[config.mk]
export PLATFORM = sky130hd
export DESIGN_NAME = bus_sequencer
export DESIGN_NICKNAME = d
export VERILOG_FILES = /design/src/rtl/bus_sequencer.sv
export SDC_FILE = /design/constraint.sdc
export NUM_CORES = 1
export LEC_CHECK = 0
export CAP_MARGIN = 5
export CORE_MARGIN = 2
export CORE_UTILIZATION = 50
export DETAILED_ROUTE_END_ITERATION = 8
export PLACE_DENSITY_LB_ADDON = 0.25
export SKIP_CTS_REPAIR_TIMING = 1
export SYNTH_ARGS = -nofsm -noshare
export SYNTH_HDL_FRONTEND = slang
export SYNTH_SLANG_ARGS = --single-unit
[constraint.sdc]
create_clock -name clk -period 4.7 [get_ports clk]
set_input_delay 0.705 -clock clk [delete_from_list [all_inputs] [get_ports clk]]
set_output_delay 0.705 -clock clk [all_outputs]
set_load 0.02 [all_outputs]
[src/rtl/bus_sequencer.sv]
// bus_sequencer: multiplexes a 16-bit address and data onto an 8-bit bus in ADL/ADH/DATA/DONE phases and owns the PC
module bus_sequencer #(
  parameter logic [15:0] RESET_PC = 16'h0000,
  parameter int unsigned WAIT_STATES = 2
) (
  input  logic        clk,
  input  logic        rst_n,
  input  logic        halt,
  input  logic [2:0]  pc_enable,
  input  logic [1:0]  address_select,
  input  logic [15:0] memory_address,
  input  logic [7:0]  alu_result,
  input  logic        rw,
  input  logic [7:0]  data_out,
  input  logic [7:0]  bus_in,
  output logic [7:0]  bus_out,
  output logic        bus_oe,
  output logic [1:0]  bus_phase,
  output logic        bus_rw,
  output logic [7:0]  data_in,
  output logic        clk_enable,
  output logic [15:0] pc
);
  localparam logic [1:0] P_ADL = 2'd0, P_ADH = 2'd1, P_DATA = 2'd2, P_DONE = 2'd3;
  logic [1:0] state, next_state;
  logic [15:0] eff_addr;
  logic [7:0] addr_hi;
  logic [3:0] wait_q;
  assign eff_addr = address_select == 2'd1 ? memory_address :
                    address_select == 2'd2 ? {8'h00, alu_result} : pc;
  assign bus_phase = state;
  always_ff @(posedge clk)
    state <= !rst_n ? P_ADL : next_state;
  always_comb
    next_state = state == P_ADL  ? (halt ? P_ADL : P_ADH) :
                 state == P_ADH  ? P_DATA :
                 state == P_DATA ? (wait_q == 4'd0 ? P_DONE : P_DATA) : P_ADL;
  always_ff @(posedge clk)
    if (!rst_n) begin
      pc         <= RESET_PC;
      bus_out    <= 8'h00;
      bus_oe     <= 1'b0;
      bus_rw     <= 1'b1;
      data_in    <= 8'h00;
      clk_enable <= 1'b0;
      wait_q     <= 4'd0;
      addr_hi    <= 8'h00;
    end else begin
      clk_enable <= state == P_DATA && wait_q == 4'd0;
      bus_oe     <= state == P_DATA && !bus_rw;
      if (state == P_ADL && !halt) begin
        addr_hi <= eff_addr[15:8];
        bus_rw  <= rw;
        bus_out <= eff_addr[7:0];
      end
      if (state == P_ADH) begin
        bus_out <= addr_hi;
        wait_q  <= 4'(WAIT_STATES);
      end
      if (state == P_DATA) begin
        if (!bus_rw) bus_out <= data_out;
        if (wait_q != 4'd0) wait_q <= wait_q - 4'd1;
        else if (bus_rw) data_in <= bus_in;
      end
      if (state == P_DONE)
        pc <= pc_enable == 3'b011 ? pc + 16'd1 :
              pc_enable == 3'b001 ? memory_address : pc;
    end
endmodule

# After elaboration in Yosys (flattened, before gate mapping)
# Cells that the tools add are included.
[word_totals]
regBits = 49
input_bits = 49
out_inout_bits = 37
[classes]
add_sub_neg = 2
n_eq_ne = 7
n_mux = 16
bitwise = 1
reduce_logical = 11
[ops]
columns = ["cell", "count"]
rows = [
  ["$mux W16", 4],
  ["$mux W8", 4],
  ["$add A16 B1 Y16 const B", 1],
  ["$mux W4", 3],
  ["$eq A2 B2 Y1 const B", 3],
  ["$mux W2", 3],
  ["$eq A2 B1 Y1 const B", 2],
  ["$logic_not A4 Y1", 1],
  ["$reduce_bool A4 Y1", 1],
  ["$sub A4 B1 Y4 const B", 1],
  ["$eq A3 B1 Y1 const B", 1],
  ["$eq A3 B2 Y1 const B", 1],
  ["$logic_and A1 B1 Y1", 3],
  ["$reduce_and A3 Y1", 1],
  ["$logic_not A1 Y1", 2],
  ["$logic_not A2 Y1", 1],
  ["$mux W1", 2],
  ["$reduce_and A2 Y1", 1],
  ["$reduce_bool A2 Y1", 1],
  ["$not A1 Y1", 1],
]

# Logic depth before layout (Yosys ltp)
# Gate-level depths: netlist of the first run.
[logic_depth]
ltp_word = 7
mapped_depth = 9

# Least setup slack after synthesis of the first run
# OpenSTA, ideal clock, no wires.
[synth_path]
kind = "register -> register"
from = "register state[1], in the netlist bus_phase[1]"
to = "register bus_out[4]"
t_arrival_ps = 1647
slack_ps = 2967
stages_incl_launch_ff = 9
period_less_slack_ps = 1733
cell_sequence = "dfxtp_1 ha_1 nand2b_1 buf_6 nor2b_4 buf_6 and2_4 buf_6 a221oi_2"
[synth_via]
elab_chain_cells = 6
elab_cells_between_ends = 8
[synth_rtl]
columns = ["element", "line", "source"]
rows = [
  ["from (decl)", "25", "logic [1:0] state, next_state;"],
  ["from (signal assigned)", "33", "state <= !rst_n ? P_ADL : next_state;"],
  ["$logic_not A2 Y1", "51", "if (state == P_ADL && !halt) begin"],
  ["$logic_and A1 B1 Y1", "51", ""],
  ["$mux W8", "51", ""],
  ["$mux W8", "56", "if (state == P_ADH) begin"],
  ["$mux W8", "61", "if (!bus_rw) bus_out <= data_out;"],
  ["$mux W8 *", "60", "if (state == P_DATA) begin"],
  ["to (signal assigned)", "54", "bus_out <= eff_addr[7:0];"],
  ["to (signal assigned)", "57", "bus_out <= addr_hi;"],
  ["to (signal assigned)", "61", ""],
  ["to (decl)", "16", "output logic [7:0] bus_out,"],
]
# Every way passes the cells marked *; elsewhere a longest branch is shown, timed or not.
# A chain may end at the register's enable or synchronous reset.

# Worst setup path in the final report of the first run
[layout_path]
from = "input address_select[0]"
to = "register bus_out[2]"
[layout_via]
elab_chain_cells = 7
elab_cells_between_ends = 8
[layout_rtl]
columns = ["element", "line", "source"]
rows = [
  ["from (decl)", "10", "input logic [1:0] address_select,"],
  ["$eq A2 B2 Y1", "30", "address_select == 2'd2 ? {8'h00, alu_result} : pc;"],
  ["$mux W16", "30", ""],
  ["$mux W16 *", "29", "assign eff_addr = address_select == 2'd1 ? memory_address :"],
  ["$mux W8 *", "51", ""],
  ["$mux W8 *", "56", ""],
  ["$mux W8", "61", ""],
  ["$mux W8 *", "60", ""],
]
# Marks and branches as above.

==> impl_metrics.ini, run 1 <==
[die]
rows = 26
core_area_um2 = 5140
die_w_um = 77.4
io_pins = 86
die_h_um = 77.4
initial_core_util_pct = 52.4
die_area_um2 = 5990

[final_layout]
layout.cells.non_filler = 464
nNetsFinal = 448
n_antenna_cell = 0
area_delta_synth_final_pct = 34.0
drive_gt1_share_pct = 5.84

[critical_path]
critical_path.top_delay_family = simple AND/OR/NAND/NOR gates
crit_type = input port to register
cp.arrival_ns = 2.78
cp_max_fo = 16
crit_slowest_cell = nor2b_1
path_cells = clkdlybuf4s50_1 -> nor2b_1 -> a22o_1 -> a21oi_1 -> a221oi_2
cp_slowest_stage_delay_ns = 0.94
worstPathRequired_ns = 4.93
cp-start-kind = input port
worstPathBufferInverterCount = 1
critPathCaptureType = register

[clock_tree]
cts.clk_slew.worst_paths_ns = 0.10
h-tree-depth = 2
cts_buffer_depth = 2
insertion_delay_ns = 0.31
cts_tree = yes
cts_root_buf = clkbuf_8
clock_sinks = 49
cts_inserted_buffers = 5

[synth]
synthesis.area_um2 = 2690
synth-edff-count = 0
synth_seq_cells = 49
yosysSeqAreaShare_pct = 36.4
syn_nets = 380
syn_inst = 325
syn_avg_cell_area_um2 = 8.28
synth_top_area_share_pct = 36.4
yosysMostFrequentCell = dfxtp_1
yosys.area.top_type = dfxtp_1
synthFlopType = dfxtp_1
synth_common_cells = dfxtp_1 (49), nor2_1 (38), a21oi_1 (32)
synth-async-reset-ratio_pct = 0
synthTopCellsByArea = dfxtp_1 (36%), a21oi_1 (6.0%), nor2_1 (5.3%), a221oi_2 (3.3%), a22oi_1 (3.3%)
ys_types = 50
yosysWarnings = 0

[min_path]
hp-class = register to register

[place]
io_buffers = 85
pre_cts_ws_ns = 1.91
dp_hpwl_mm = 5.90
globalplace.congestion = 0.914
dp.cells = 456

[drt]
initialDrtViolationCount = 227
vias_per_cell = 6.22
drt_wl_total_mm = 8.17
drc = 0
vias = 2886
postRouteAntennaNets = 0
wl_per_cell_um = 17.6
dr.pass1.iters = 5

[grt]
grt_pass1_vias = 2674
track_usage_pct = 27.9
grt_first_pass_wirelength_mm = 13.3
overflow = 0
grt_max_degree = 30
antenna_found_initial = 0

[pwr]
p_clk_share_pct = 30.7
internal_power_uw = 628
p_seq_share_pct = 49.9
power_density_nw_per_um2 = 245
power_frac_comb_pct = 19.4
p_leak_uw = 0.00125
p_total_uw = 882
ir_drop_mv = 0.208
p_sw_uw = 254
netSwitchingFraction_pct = 28.8

[timing]
period_minus_slack_ns = 2.55
fin_setup_tns_ns = 0
tightest_slew_ns = 1.17
fmax_mhz = 392
skew_ns = 0.00942
setup_viol_count_final = 0
drv_slew = 0
finalWorstSetupSlack_ns = 2.15
hold_violations = 0
period_share_pct = 54.3
rsz0062_at_grt = no
slew-limit-headroom_pct = 21.8

[flow_run]
drv_cap = 0

[run_status]
status = finished clean
==> state kept, by name (all words and copies together), names as in the netlist <==
signal / count
addr_hi: 8
wait_q: 4
bus_phase: 2
data_in: 8
clk_enable: 1
bus_out: 8
bus_oe: 1
bus_rw: 1
pc: 16
==> placed cells by master (no fill, tap or decap), types with 4 or more instances in the layout <==
cell / count
clkdlybuf4s50_1: 85
dfxtp_1: 49
nor2_1: 38
a21oi_1: 32
nand2_1: 20
o21ai_0: 15
nand3_1: 14
a22oi_1: 12
nand3b_1: 11
inv_1: 10
a211oi_1: 10
o211ai_1: 8
a22o_1: 6
a221oi_2: 6
ha_1: 6
nand4_1: 5
clkbuf_8: 5
nor4_1: 4
mux2i_1: 4
a311oi_1: 4
==> metrics by stage <==
stage          hold slack, ns  util [%]  area (µm²)
2_1_floorplan           0.473         -        2690
3_3_place_gp            0.443      68.3        3510
3_5_place_dp            0.451      68.3        3510
4_1_cts                 0.465      70.2        3610
5_1_grt                 0.493      70.2        3610
6_report                0.466      70.2        3610
==> final timing paths <==
check	start	endpoint	slack [ns]	depth (start not counted)
hold reg to reg	data_in[4]	data_in[4]	0.47	2
setup reg to reg	bus_phase[0]	bus_out[5]	2.53	6
hold / removal	data_in[4]	data_in[4]	0.47	2
setup / recovery	address_select[0]	bus_out[2]	2.15	5
==> routing by layer <==
metal | vias up | wire length, µm | GRT usage [%]
met3 | 29 | 785 | 7.09
met1 | 1318 | 3300 | 35.2
li1 | 1347 | - | -
met2 | 192 | 3730 | 44.5
met5 | - | 0 | 0
met4 | 0 | 353 | 13.4
==> cells by family (layout without fill, tap and decap cells) <==
logic type               count (synthesis)  in the layout  share of synthesized area, %
flip-flops                              49             49                          36.4
XOR/XNOR                                 1              1                         0.605
buffers and inverters                   37            106                          6.56
AND/OR/NAND/NOR                        115            115                          22.3
multiplexers                             6              6                          2.32
adder cells (fa/ha/maj)                  6              6                          2.79
AO/OA/AOI/OAI                          111            111                          29.0
==> worst min-delay path, cell delays in order, from the launching register on <==
cell and delay (ns):
dfxtp_1 0.33, nand2_1 0.05, a21oi_1 0.05
==> layout make-up <==
cell class / instances / area, µm²
multi-input combinational: 239 / 1540
fill: 440 / 1530
sequential: 49 / 981
timing repair buffer: 87 / 866
tap: 70 / 87.6
clock buffer: 5 / 68.8
inverter: 11 / 41.3
clock inverter: 3 / 26.3
==> power by group through the flow <==
stage	registers [µW]	clock network, µW	logic (µW)
2_1_floorplan	457	0	83.8
3_3_place_gp	449	0	166
3_5_place_dp	450	0	169
4_1_cts	440	274	170
5_1_grt	442	297	184
6_report	440	271	171
(Power assumes the default switching activity.)
==> run 2, diff against run 1 <==
- CORE_UTILIZATION: 50 -> 42
- clock period: 4.7 -> 2.2 ns (I/O delays scaled with it)
==> run 2 against run 1 <==
Net effect:
- flip-flop and latch count is the same
- sequential share of layout area down 0.67 points
- critical path depth fell by 4
- core utilization fell by 11 points
- setup slack worse by 1.8 ns
- first-iteration DRC count down 11%
- non-clock buffer count rose by 9
- total power increased by 120%
- critical endpoint is now pc[7]
- largest cell class unchanged
==> impl_metrics.ini, run 2 (synthesized netlist as in run 1, its figures left out) <==
[run_status]
status = finished clean

[critical_path]
path_cells = clkdlybuf4s50_1
critPathCaptureType = output port
cp_max_fo = 11
worstPathRequired_ns = 1.87
worstPathBufferInverterCount = 1
cp.arrival_ns = 1.56
crit_slowest_cell = clkdlybuf4s50_1
cp-start-kind = register
crit_type = register to output port
cp_slowest_stage_delay_ns = 0.69
critical_path.top_delay_family = buffers and inverters

[die]
initial_core_util_pct = 42.9
die_h_um = 84.1
core_area_um2 = 6280
die_area_um2 = 7060
io_pins = 86
rows = 29
die_w_um = 84.1

[timing]
skew_ns = 0.00947
tightest_slew_ns = 0.762
fin_setup_tns_ns = 0
hold_violations = 0
setup_viol_count_final = 0
fmax_mhz = 528
rsz0062_at_grt = no
period_share_pct = 86.1
drv_slew = 0
period_minus_slack_ns = 1.89
slew-limit-headroom_pct = 48.9

[flow_run]
drv_cap = 0

[grt]
grt_first_pass_wirelength_mm = 12.9
overflow = 0
antenna_found_initial = 0
track_usage_pct = 22.3
grt_max_degree = 30
grt_pass1_vias = 2565

[place]
dp.cells = 472
globalplace.congestion = 0.870
dp_hpwl_mm = 5.70
io_buffers = 85

[drt]
vias = 2806
drc = 0
vias_per_cell = 5.86
drt_wl_total_mm = 7.98
postRouteAntennaNets = 0
dr.pass1.iters = 5
initialDrtViolationCount = 202
wl_per_cell_um = 16.7

[clock_tree]
cts.clk_slew.worst_paths_ns = 0.08
clock_sinks = 49
insertion_delay_ns = 0.30
cts_inserted_buffers = 5
cts_buffer_depth = 2
cts_tree = yes
cts_root_buf = clkbuf_8
h-tree-depth = 2

[pwr]
ir_drop_mv = 0.304
p_leak_uw = 0.00129
netSwitchingFraction_pct = 25.5
p_sw_uw = 496
p_clk_share_pct = 32.4
power_density_nw_per_um2 = 525
power_frac_comb_pct = 19.3
p_seq_share_pct = 48.4
internal_power_uw = 1440

[final_layout]
nNetsFinal = 457
final_common_cell = clkdlybuf4s50_1
layout.cells.non_filler = 479
largest_register_ff_count = 16
area_delta_synth_final_pct = 37.4
n_antenna_cell = 0
drive_gt1_share_pct = 7.96
largest_register = pc
final_cell_mix = clkdlybuf4s50_1 (85), dfxtp_1 (49), nor2_1 (38), a21oi_1 (32), nand2_1 (20)

[min_path]
hp-class = register to register
[run 2: worst paths after layout]
| path | start | endpoint | slack, ns | cells past startpoint |
|---|---|---|---|---|
| hold / removal | data_in[1] | data_in[1] | 0.46 | 2 |
| setup / recovery | pc[7] | pc[7] | 0.31 | 1 |
| hold reg to reg | data_in[1] | data_in[1] | 0.46 | 2 |
| setup reg to reg | pc[2] | pc[13] | 0.31 | 4 |
[run 2: power by group through the flow]
stage / Sequential [µW] / Combinational (µW) / Clock, µW
after floorplan: 977 / 179 / 0
after global placement: 957 / 369 / 0
after detailed placement: 959 / 371 / 0
after CTS: 938 / 373 / 634
after global routing: 942 / 405 / 665
final: 938 / 374 / 628
[run 2: layout make-up]
cell class / count / area (µm²)
tap: 77 / 96.3
clock buffer: 5 / 68.8
sequential: 49 / 981
clock inverter: 2 / 35.0
fill: 553 / 2580
inverter: 11 / 41.3
timing repair buffer: 96 / 933
multi-input combinational: 239 / 1540
[run 2: worst min-delay path: cells and delay by family, from the launching register on]
| family | cells | cell delay, ns |
|---|---|---|
| flip-flops | 1 | 0.32 |
| AND/OR/NAND/NOR | 1 | 0.05 |
| AO/OA/AOI/OAI | 1 | 0.05 |
[run 2: stage by stage]
step                utilization (%)  setup slack (ns)  power (µW)  hold slack, ns  area (µm²)
floorplan                         -             0.467        1160           0.458        2690
global placement               57.3             0.202        1330           0.441        3590
detailed placement             57.3             0.155        1330           0.449        3590
CTS                            58.9             0.312        1940           0.462        3700
global route                   58.9             0.133        2010           0.484        3700
finish                         58.9             0.305        1940           0.457        3700
[run 2: per-layer routing]
layer  global-route usage [%]  wire length, µm
met1                     31.9             3660
met3                     3.36              570
met2                     33.8             3520
met5                        0                0
met4                     8.65              232
